$ cat config.mk
export PLATFORM = sky130hd
export DESIGN_NAME = fetch_stage_flat
export DESIGN_NICKNAME = d
export VERILOG_FILES = /design/src/rtl/mips_pkg.sv /design/src/rtl/fetch_stage_if.sv /design/src/rtl/if_id_reg.sv /design/src/rtl/fetch_stage.sv /design/src/flat_wrapper.sv
export SDC_FILE = /design/constraint.sdc
export NUM_CORES = 1
export LEC_CHECK = 0
export BUFFER_PORTS_ARGS = -buffer_cell sky130_fd_sc_hd__clkbuf_2
export CORE_UTILIZATION = 40
export CTS_CLUSTER_SIZE = 14
export DETAILED_ROUTE_END_ITERATION = 10
export PLACE_DENSITY_LB_ADDON = 0.15
export SETUP_SLACK_MARGIN = 0.2
export SLEW_MARGIN = 0
export SYNTH_ARGS = -nofsm -noshare
export SYNTH_HDL_FRONTEND = slang
export SYNTH_SLANG_ARGS = --single-unit
$ cat constraint.sdc
create_clock -name clk -period 3.2 [get_ports clk]
set_input_delay 0.64 -clock clk [delete_from_list [all_inputs] [get_ports clk]]
set_output_delay 0.64 -clock clk [all_outputs]
set_load 0.1 [all_outputs]
$ cat src/rtl/mips_pkg.sv
// mips_pkg: shared types and constants for the MIPS fetch stage.
//   XLEN          - datapath/address width
//   PC_STEP       - byte increment per sequential fetch
//   fetch_state_t - fetch FSM states {S_INIT, S_RUN, S_HALT}
//   if_id_t       - IF/ID pipeline register contents {instr, pc, pc4, valid}
//   align_word()  - clears the two byte-offset bits of an address
package mips_pkg;

  localparam int XLEN = 32;
  localparam logic [XLEN-1:0] PC_STEP = 32'd4;

  typedef enum logic [1:0] {
    S_INIT = 2'd0,
    S_RUN  = 2'd1,
    S_HALT = 2'd2
  } fetch_state_t;

  typedef struct packed {
    logic [31:0]     instr;
    logic [XLEN-1:0] pc;
    logic [XLEN-1:0] pc4;
    logic            valid;
  } if_id_t;

  // Instruction fetches are word aligned: drop the byte offset.
  function automatic logic [XLEN-1:0] align_word(input logic [XLEN-1:0] addr);
    return {addr[XLEN-1:2], 2'b00};
  endfunction

endpackage

$ cat src/rtl/fetch_stage_if.sv
// fetch_stage_if: bundles the fetch stage's memory bus, hazard/branch
// control inputs and IF/ID outputs.
//   master modport - used by fetch_stage (drives address, PC, IF/ID, status)
//   slave modport  - used by the surrounding pipeline / memory model
// Signals: pc_init, imem_addr, imem_rdata, stall, flush, redirect_valid,
//   redirect_pc, halt_req, program_counter, if_id_instr, if_id_pc,
//   if_id_pc4, if_id_valid, pc_misalign, cycle_count.
interface fetch_stage_if;
  import mips_pkg::*;

  logic [XLEN-1:0] pc_init;
  logic [XLEN-1:0] imem_addr;
  logic [31:0]     imem_rdata;
  logic            stall;
  logic            flush;
  logic            redirect_valid;
  logic [XLEN-1:0] redirect_pc;
  logic            halt_req;
  logic [XLEN-1:0] program_counter;
  logic [31:0]     if_id_instr;
  logic [XLEN-1:0] if_id_pc;
  logic [XLEN-1:0] if_id_pc4;
  logic            if_id_valid;
  logic            pc_misalign;
  logic [31:0]     cycle_count;

  modport master (
    input  pc_init, imem_rdata, stall, flush, redirect_valid, redirect_pc, halt_req,
    output imem_addr, program_counter, if_id_instr, if_id_pc, if_id_pc4,
           if_id_valid, pc_misalign, cycle_count
  );

  modport slave (
    output pc_init, imem_rdata, stall, flush, redirect_valid, redirect_pc, halt_req,
    input  imem_addr, program_counter, if_id_instr, if_id_pc, if_id_pc4,
           if_id_valid, pc_misalign, cycle_count
  );

endinterface

$ cat src/rtl/if_id_reg.sv
// if_id_reg: IF/ID pipeline register.
//   clk, rst_n   - clock, asynchronous active-low reset (clears everything)
//   i_hold       - keep all fields (stall)
//   i_clr_valid  - drop valid, data fields keep their value (flush/redirect/halt)
//   i_d / o_q    - next / current register contents
// Clearing valid outranks holding so a squash during a stall still kills
// the held instruction.
module if_id_reg
  import mips_pkg::*;
(
  input  logic   clk,
  input  logic   rst_n,
  input  logic   i_hold,
  input  logic   i_clr_valid,
  input  if_id_t i_d,
  output if_id_t o_q
);

  if_id_t r_q;

  // IF/ID storage with squash > hold > load priority.
  always_ff @(posedge clk or negedge rst_n) begin
    if (!rst_n) begin
      r_q <= '0;
    end else if (i_clr_valid) begin
      r_q.valid <= 1'b0;
    end else if (i_hold) begin
      r_q <= r_q;
    end else begin
      r_q <= i_d;
    end
  end

  assign o_q = r_q;

endmodule

$ cat src/rtl/fetch_stage.sv
// fetch_stage: MIPS instruction-fetch stage. Owns the program counter,
// addresses instruction memory and loads the IF/ID register.
//   clk    - pipeline clock
//   rst_n  - asynchronous active-low reset
//   bus    - fetch_stage_if.master (memory bus, stall/flush/redirect/halt
//            controls, IF/ID outputs, pc_misalign pulse, cycle_count)
// Optional feature: define FETCH_CYCLE_CNT_EN to build the S_RUN cycle
// counter; otherwise cycle_count is tied to zero.
module fetch_stage
  import mips_pkg::*;
(
  input  logic          clk,
  input  logic          rst_n,
  fetch_stage_if.master bus
);

  fetch_state_t    r_state;
  logic [XLEN-1:0] r_pc;
  logic            r_misalign;
  logic [XLEN-1:0] w_pc_next;
  logic            w_clr_valid;
  if_id_t          w_if_id_d;
  if_id_t          w_if_id_q;

  // Sequential PC; wraps modulo 2^XLEN without any flag.
  assign w_pc_next = r_pc + PC_STEP;

  // Valid is dropped outside S_RUN and whenever the fetched word is wrong-path.
  assign w_clr_valid = (r_state != S_RUN) | bus.halt_req | bus.redirect_valid | bus.flush;

  assign w_if_id_d.instr = bus.imem_rdata;
  assign w_if_id_d.pc    = r_pc;
  assign w_if_id_d.pc4   = w_pc_next;
  assign w_if_id_d.valid = 1'b1;

  if_id_reg u_if_id_reg (
    .clk         (clk),
    .rst_n       (rst_n),
    .i_hold      (bus.stall),
    .i_clr_valid (w_clr_valid),
    .i_d         (w_if_id_d),
    .o_q         (w_if_id_q)
  );

  // Fetch FSM, program counter and misalign pulse.
  always_ff @(posedge clk or negedge rst_n) begin
    if (!rst_n) begin
      r_state    <= S_INIT;
      r_pc       <= '0;
      r_misalign <= 1'b0;
    end else begin
      r_misalign <= 1'b0;
      case (r_state)
        S_INIT: begin
          r_pc    <= align_word(bus.pc_init);
          r_state <= S_RUN;
        end
        S_RUN: begin
          if (bus.halt_req) begin
            r_state <= S_HALT;
          end else if (bus.redirect_valid) begin
            r_pc       <= align_word(bus.redirect_pc);
            r_misalign <= (bus.redirect_pc[1:0] != 2'b00);
          end else if (!bus.stall) begin
            r_pc <= w_pc_next;
          end else begin
            r_pc <= r_pc;
          end
        end
        S_HALT: begin
          r_state <= S_HALT;
        end
        default: begin
          r_state <= S_INIT;
        end
      endcase
    end
  end

`ifdef FETCH_CYCLE_CNT_EN
  logic [31:0] r_cycle_cnt;

  // Counts every edge spent in S_RUN, stalls included; frozen elsewhere.
  always_ff @(posedge clk or negedge rst_n) begin
    if (!rst_n) begin
      r_cycle_cnt <= 32'd0;
    end else if (r_state == S_RUN) begin
      r_cycle_cnt <= r_cycle_cnt + 32'd1;
    end else begin
      r_cycle_cnt <= r_cycle_cnt;
    end
  end

  assign bus.cycle_count = r_cycle_cnt;
`else
  assign bus.cycle_count = 32'd0;
`endif

  assign bus.imem_addr       = r_pc;
  assign bus.program_counter = r_pc;
  assign bus.pc_misalign     = r_misalign;
  assign bus.if_id_instr     = w_if_id_q.instr;
  assign bus.if_id_pc        = w_if_id_q.pc;
  assign bus.if_id_pc4       = w_if_id_q.pc4;
  assign bus.if_id_valid     = w_if_id_q.valid;

endmodule

$ cat src/flat_wrapper.sv
// flat-port wrapper written by rule: the top's interface ports become plain ports
module fetch_stage_flat import mips_pkg::*;
  (clk, rst_n, bus_pc_init, bus_imem_rdata, bus_stall, bus_flush, bus_redirect_valid, bus_redirect_pc, bus_halt_req, bus_imem_addr, bus_program_counter, bus_if_id_instr, bus_if_id_pc, bus_if_id_pc4, bus_if_id_valid, bus_pc_misalign, bus_cycle_count);
  fetch_stage_if bus_i ();
  input  logic clk;
  input  logic rst_n;
  input wire logic [$bits(bus_i.pc_init)-1:0] bus_pc_init;
  input wire logic [$bits(bus_i.imem_rdata)-1:0] bus_imem_rdata;
  input wire logic [$bits(bus_i.stall)-1:0] bus_stall;
  input wire logic [$bits(bus_i.flush)-1:0] bus_flush;
  input wire logic [$bits(bus_i.redirect_valid)-1:0] bus_redirect_valid;
  input wire logic [$bits(bus_i.redirect_pc)-1:0] bus_redirect_pc;
  input wire logic [$bits(bus_i.halt_req)-1:0] bus_halt_req;
  output wire logic [$bits(bus_i.imem_addr)-1:0] bus_imem_addr;
  output wire logic [$bits(bus_i.program_counter)-1:0] bus_program_counter;
  output wire logic [$bits(bus_i.if_id_instr)-1:0] bus_if_id_instr;
  output wire logic [$bits(bus_i.if_id_pc)-1:0] bus_if_id_pc;
  output wire logic [$bits(bus_i.if_id_pc4)-1:0] bus_if_id_pc4;
  output wire logic [$bits(bus_i.if_id_valid)-1:0] bus_if_id_valid;
  output wire logic [$bits(bus_i.pc_misalign)-1:0] bus_pc_misalign;
  output wire logic [$bits(bus_i.cycle_count)-1:0] bus_cycle_count;
  assign bus_i.pc_init = bus_pc_init;
  assign bus_i.imem_rdata = bus_imem_rdata;
  assign bus_i.stall = bus_stall;
  assign bus_i.flush = bus_flush;
  assign bus_i.redirect_valid = bus_redirect_valid;
  assign bus_i.redirect_pc = bus_redirect_pc;
  assign bus_i.halt_req = bus_halt_req;
  assign bus_imem_addr = bus_i.imem_addr;
  assign bus_program_counter = bus_i.program_counter;
  assign bus_if_id_instr = bus_i.if_id_instr;
  assign bus_if_id_pc = bus_i.if_id_pc;
  assign bus_if_id_pc4 = bus_i.if_id_pc4;
  assign bus_if_id_valid = bus_i.if_id_valid;
  assign bus_pc_misalign = bus_i.pc_misalign;
  assign bus_cycle_count = bus_i.cycle_count;
  fetch_stage u_core (.clk(clk), .rst_n(rst_n), .bus(bus_i));
endmodule
After elaboration in Yosys (flattened, before gate mapping)
Index checks and enable logic that the tools add are counted.
{ "word_totals": {"ff_bits": 132, "inputBits": 102, "output_inout_bits": 194, "word_cells": 36} }
{ "op_classes": {"addsub": 1, "eq_ne": 7, "mux": 11, "n_bitwise": 5, "reduce_logical": 5} }
{ "ops": {"columns": ["operator", "count"], "rows": [
  ["2-to-1 mux 32 bit", 3],
  ["one-hot mux 32 bit (2 select lines)", 1],
  ["adder 32 x 3 -> 32 bit (second input constant)", 1],
  ["one-hot mux 2 bit (3 select lines)", 1],
  ["2-to-1 mux 1 bit", 5],
  ["inequality test 2 x 1 -> 1 bit (second input constant)", 2],
  ["inequality test 2 bit (second input constant)", 2],
  ["nonzero test 2 bit", 2],
  ["inequality test 3 bit (second input constant)", 1],
  ["bitwise OR 1 bit", 3],
  ["AND reduction 3 bit", 1],
  ["== test 2 x 1 -> 1 bit (second input constant)", 1],
  ["== test 2 bit (second input constant)", 1],
  ["zero test 2 bit", 1],
  ["2-to-1 mux 2 bit", 1],
  ["inverter 1 bit", 2],
  ["AND reduction 2 bit", 1]
]} }

Depth between registers and ports, before layout
{ "depth": {"word_depth": 6, "mapped_depth": 10, "ltp_nobuf": 7} }

Modules after synthesis
Synthesis repeated with hierarchy kept, for this count alone.
{ "hier_totals": {"cells_unflattened": 571, "area_unflattened_um2": 6802.8} }
{ "modules_own_cells": {"columns": ["mod", "n_inst", "cells_each", "area_each_um2", "seq_area_each_um2"], "rows": [
  ["if_id_reg", 1, 206, 3764.9, 2427.3],
  ["fetch_stage", 1, 365, 3037.9, 825.8]
]} }

Least setup slack after synthesis
OpenSTA, ideal clock, no wires.
{ "synth_path": {"kind": "input -> register", "start": "input bus_redirect_valid", "end": "register u_core.u_if_id_reg.r_q, in the netlist u_core.u_if_id_reg.o_q[35]", "setup_ns": 0.120, "arrival_time_ns": 1.837, "t_required_ns": 3.080, "path_slack_ns": 1.243, "cell_stages": 8, "path_buffers": 3, "cell_sequence": "inv_1 -> nand2_2 -> or4_1 -> clkbuf_1 -> buf_2 -> clkbuf_1 -> nand2_1 -> nand2_1"} }
{ "synth_between": {"elab_chain_cells": 4} }
{ "synth_rtl": {"columns": ["element", "line", "rtl"], "rows": [
  ["from (decl)", "flat_wrapper.sv:11", "input wire logic [$bits(bus_i.redirect_valid)-1:0] bus_redirect_valid;"],
  ["bitwise OR 1 bit (2 in a row)", "fetch_stage.sv:29", "assign w_clr_valid = (r_state != S_RUN) | bus.halt_req | bus.redirect_valid | bus.flush;"],
  ["inverter 1 bit (no line)", null, null],
  ["AND reduction 2 bit (no line)", null, null],
  ["to (signal assigned)", "if_id_reg.sv:28", "r_q <= r_q;"],
  ["to (signal assigned)", "if_id_reg.sv:30", "r_q <= i_d;"],
  ["to (decl)", "if_id_reg.sv:19", "if_id_t r_q;"]
]} }
No other way between the ends.
A chain may end at the register's enable or synchronous reset.

Worst setup path after layout
{ "layout_path": {"start": "register u_core.r_state[1]", "end": "register u_core.r_pc[2] (netlist: u_core.bus.imem_addr[2])"} }
{ "layout_between": {"elab_chain_cells": 3, "word_cells_on_any_way": 7, "cone_classes": "eq/ne: 3; mux: 1; reduce/logical: 3"} }
{ "layout_rtl": {"columns": ["element", "line", "rtl"], "rows": [
  ["from (decl)", "fetch_stage.sv:17", "fetch_state_t r_state;"],
  ["from (signal assigned)", "fetch_stage.sv:48", "r_state <= S_INIT;"],
  ["from (signal assigned)", "fetch_stage.sv:56", "r_state <= S_RUN;"],
  ["from (signal assigned)", "fetch_stage.sv:60", "r_state <= S_HALT;"],
  ["== test 2 x 1 -> 1 bit or zero test 2 bit (tied branches)", "fetch_stage.sv:53", "case (r_state)"],
  ["inequality test 3 bit (no line), or another cell as far along", null, null],
  ["AND reduction 3 bit (no line)", null, null],
  ["to (signal assigned)", "fetch_stage.sv:55", "r_pc <= align_word(bus.pc_init);"],
  ["to (signal assigned)", "fetch_stage.sv:62", "r_pc <= align_word(bus.redirect_pc);"],
  ["to (signal assigned)", "fetch_stage.sv:65", "r_pc <= w_pc_next;"],
  ["to (decl)", "fetch_stage.sv:18", "logic [XLEN-1:0] r_pc;"]
]} }
Parallel ways exist; a longest one is shown, timed or not.

==> reports/results.txt <==
Status: complete, no violations
Part of the cycle the worst path needs: 79.4%
Fmax: 394 MHz
Worst Reg-to-Reg Cells: 7
CTS Buffer Depth: 2
I/O Buffers: 253
Wire per inst: 15.7 µm
Sequential element share of the synthesized area: 46.4%
Ys flop type: dfrtp_1
Critical R2R Capture: u_core.bus.imem_addr[2]
Area contributors post-synth: dfrtp_1, nand2_1, buf_4
Mapped Avg Cell Area: 8.74 µm²
Worst-path maximum fanout: 17
Clock transition at path regs: 0.06 ns
Initial antenna violation count: 0
Via count: 5801
Area of the core: 16600 µm²
CP Class: register to register
CP Launch Type: register
Seq cells post-synth: 126
Die width: 132 µm
Chip Height: 132 µm
Worst setup startpoint: u_core.r_state[1]
Largest net degree at the start of global routing: 76
Clk root buf: clkbuf_16
Minimum clock period: 2.54 ns
Class of the worst hold path: input pin to async pin
First-pass GRT wire length: 29.8 mm
Reg2Reg Launch Point: u_core.r_state[1]
Top cell type's share of synthesized area: 46.4%
WHS: 0.245 ns
Routed Wire Length: 18.7 mm
DR iter-0 viols: 275
ANT cells: 0
CTS tree: done
Area of the mapped netlist: 6800 µm²
Row count: 47
Worst endpoint required time: 3.50 ns
Setup crit end kind: register
Share of layout cells above drive strength 1: 32.1%
Final Hold Fails: 0
Nets@finish: 1065
Total Neg Setup Slack: 0 ns
Synth area leader: dfrtp_1
Slew headroom: 51.5%
GP Congestion: 0.798
Clock Sinks: 126
Worst endpoint data arrival time: 2.84 ns
Vias per cell: 4.86
Slew @ Worst Pin: 0.727 ns
Sequential cell area: 3150 µm²
Max cap viols: 0
Commonest non-fill, non-tap cell in the layout: clkbuf_2
Htree depth: 4
I/O pin cnt: 296
Max-slew violations: 0
Clock skew: 0.0166 ns
Flop2flop setup slack: 0.66 ns
RSZ-0062 raised after global routing: no
FILL cells: 1647
Cts repair resizes: 0
Drc violations: 0
Area of the multi-input gates: 2840 µm²
Grt ovf: 0
Final setup viols: 0
Post-route ant nets: 0
Most frequent cells in the layout: clkbuf_2, nand2_1, dfrtp_1
Hold_buf cts: 0
Area grow syn2layout: 22.8%
Vias in the first global route: 5365
Total CTS buffers: 17
Post-synth EDFFs: 0
Synth unique cells: 57
Gr usage total: 22.0%
Clock latency on the worst-skew pair: 0.42 ns
DP HPWL: 13.2 mm
Synthesized instance count: 778
Die ar.: 17500 µm²
FFs w/ async S/R, synth: 100%
Setup Fix Bufs, Post-CTS: 0
Synth Warn #: 0
Initial Util: 41.0%
Pre-antenna DRT Iters: 4
==> flip-flops by register name (all words and copies together), names as in the netlist <==
name,flops
u_core.bus.imem_addr,30
u_core.u_if_id_reg.o_q,93
u_core.bus.pc_misalign,1
u_core.r_state,2
==> cells in the mapped netlist (all sizes together) (4+ instances only) <==
master   instances
inv             10
mux2i            4
a22o             4
a22oi            5
a21oi           21
nand4            6
and4             7
nor3             6
o21a             5
nand3           19
o2bb2ai          6
xnor2           19
xor2             8
clkbuf          30
o21ai           51
a221oi           4
o31a             5
nor2            27
and3            13
dfrtp          126
nor4             9
buf            112
nand2          239
o22ai            7
==> through the flow <==
| stage | setup WS, ns | instance area (µm²) | cells | utilization [%] |
|---|---|---|---|---|
| 6_report | 0.660 | 8350 | 1193 | 50.3 |
| 5_1_grt | 0.413 | 8350 | 1193 | 50.3 |
| 4_1_cts | 0.613 | 8350 | 1193 | 50.3 |
| 3_5_place_dp | 0.645 | 7700 | 1161 | 46.5 |
| 3_3_place_gp | 0.653 | 7700 | 1161 | 46.5 |
| 2_1_floorplan | 1.24 | 6940 | 817 | - |
==> worst max-delay path, cell delays in order (launching register included) <==
cell and delay, ns:
dfrtp_1 0.36, inv_1 0.09, ha_1 0.39, nor2b_1 0.34
nand2_1 0.29, nand2_1 0.56, o2111ai_1 0.22, o221a_2 0.17
==> logic make-up (layout without fill, tap and decap cells) <==
kind of cell / Yosys count / in the layout / share of synthesized area [%]
buffers and inverters: 152 / 308 / 14.2
AO/OA/AOI/OAI: 130 / 130 / 12.3
adder cells (fa/ha/maj): 3 / 3 / 0.552
AND/OR/NAND/NOR: 335 / 335 / 22.4
XOR/XNOR: 27 / 27 / 3.48
multiplexers: 4 / 4 / 0.589
other: 1 / 40 / 0.0552
flip-flops: 126 / 126 / 46.4
==> layer usage <==
metal  wire length [µm]  global-route usage, %  up-vias
met5                  0                      0        -
li1                   -                      -     2836
met2               8950                   34.7      198
met1               8450                   29.5     2746
met3               1040                   4.88       21
met4                295                   8.11        0
==> cell type report <==
class / count / area share [%]
Timing Repair Buffer: 266 / 16.7
Inverter: 10 / 0.450
Clock inverter: 10 / 1.90
Multi-Input combinational cell: 539 / 34.1
Clock buffer: 22 / 5.80
Tap cell: 220 / 3.30
Sequential cell: 126 / 37.8
==> worst max-delay path by stage <==
stage | end | cells past startpoint
after detailed placement | u_core.bus.imem_addr[2] | 7
final | u_core.bus.imem_addr[2] | 7
after CTS | u_core.bus.imem_addr[2] | 7
after floorplan | u_core.u_if_id_reg.o_q[35] | 8
after global placement | u_core.u_if_id_reg.o_q[17] | 7
after global routing | u_core.bus.imem_addr[2] | 7
Power is left out: the tool's default activity adds up to more than one toggle a clock period on the data nets, which glitch-free logic cannot reach.
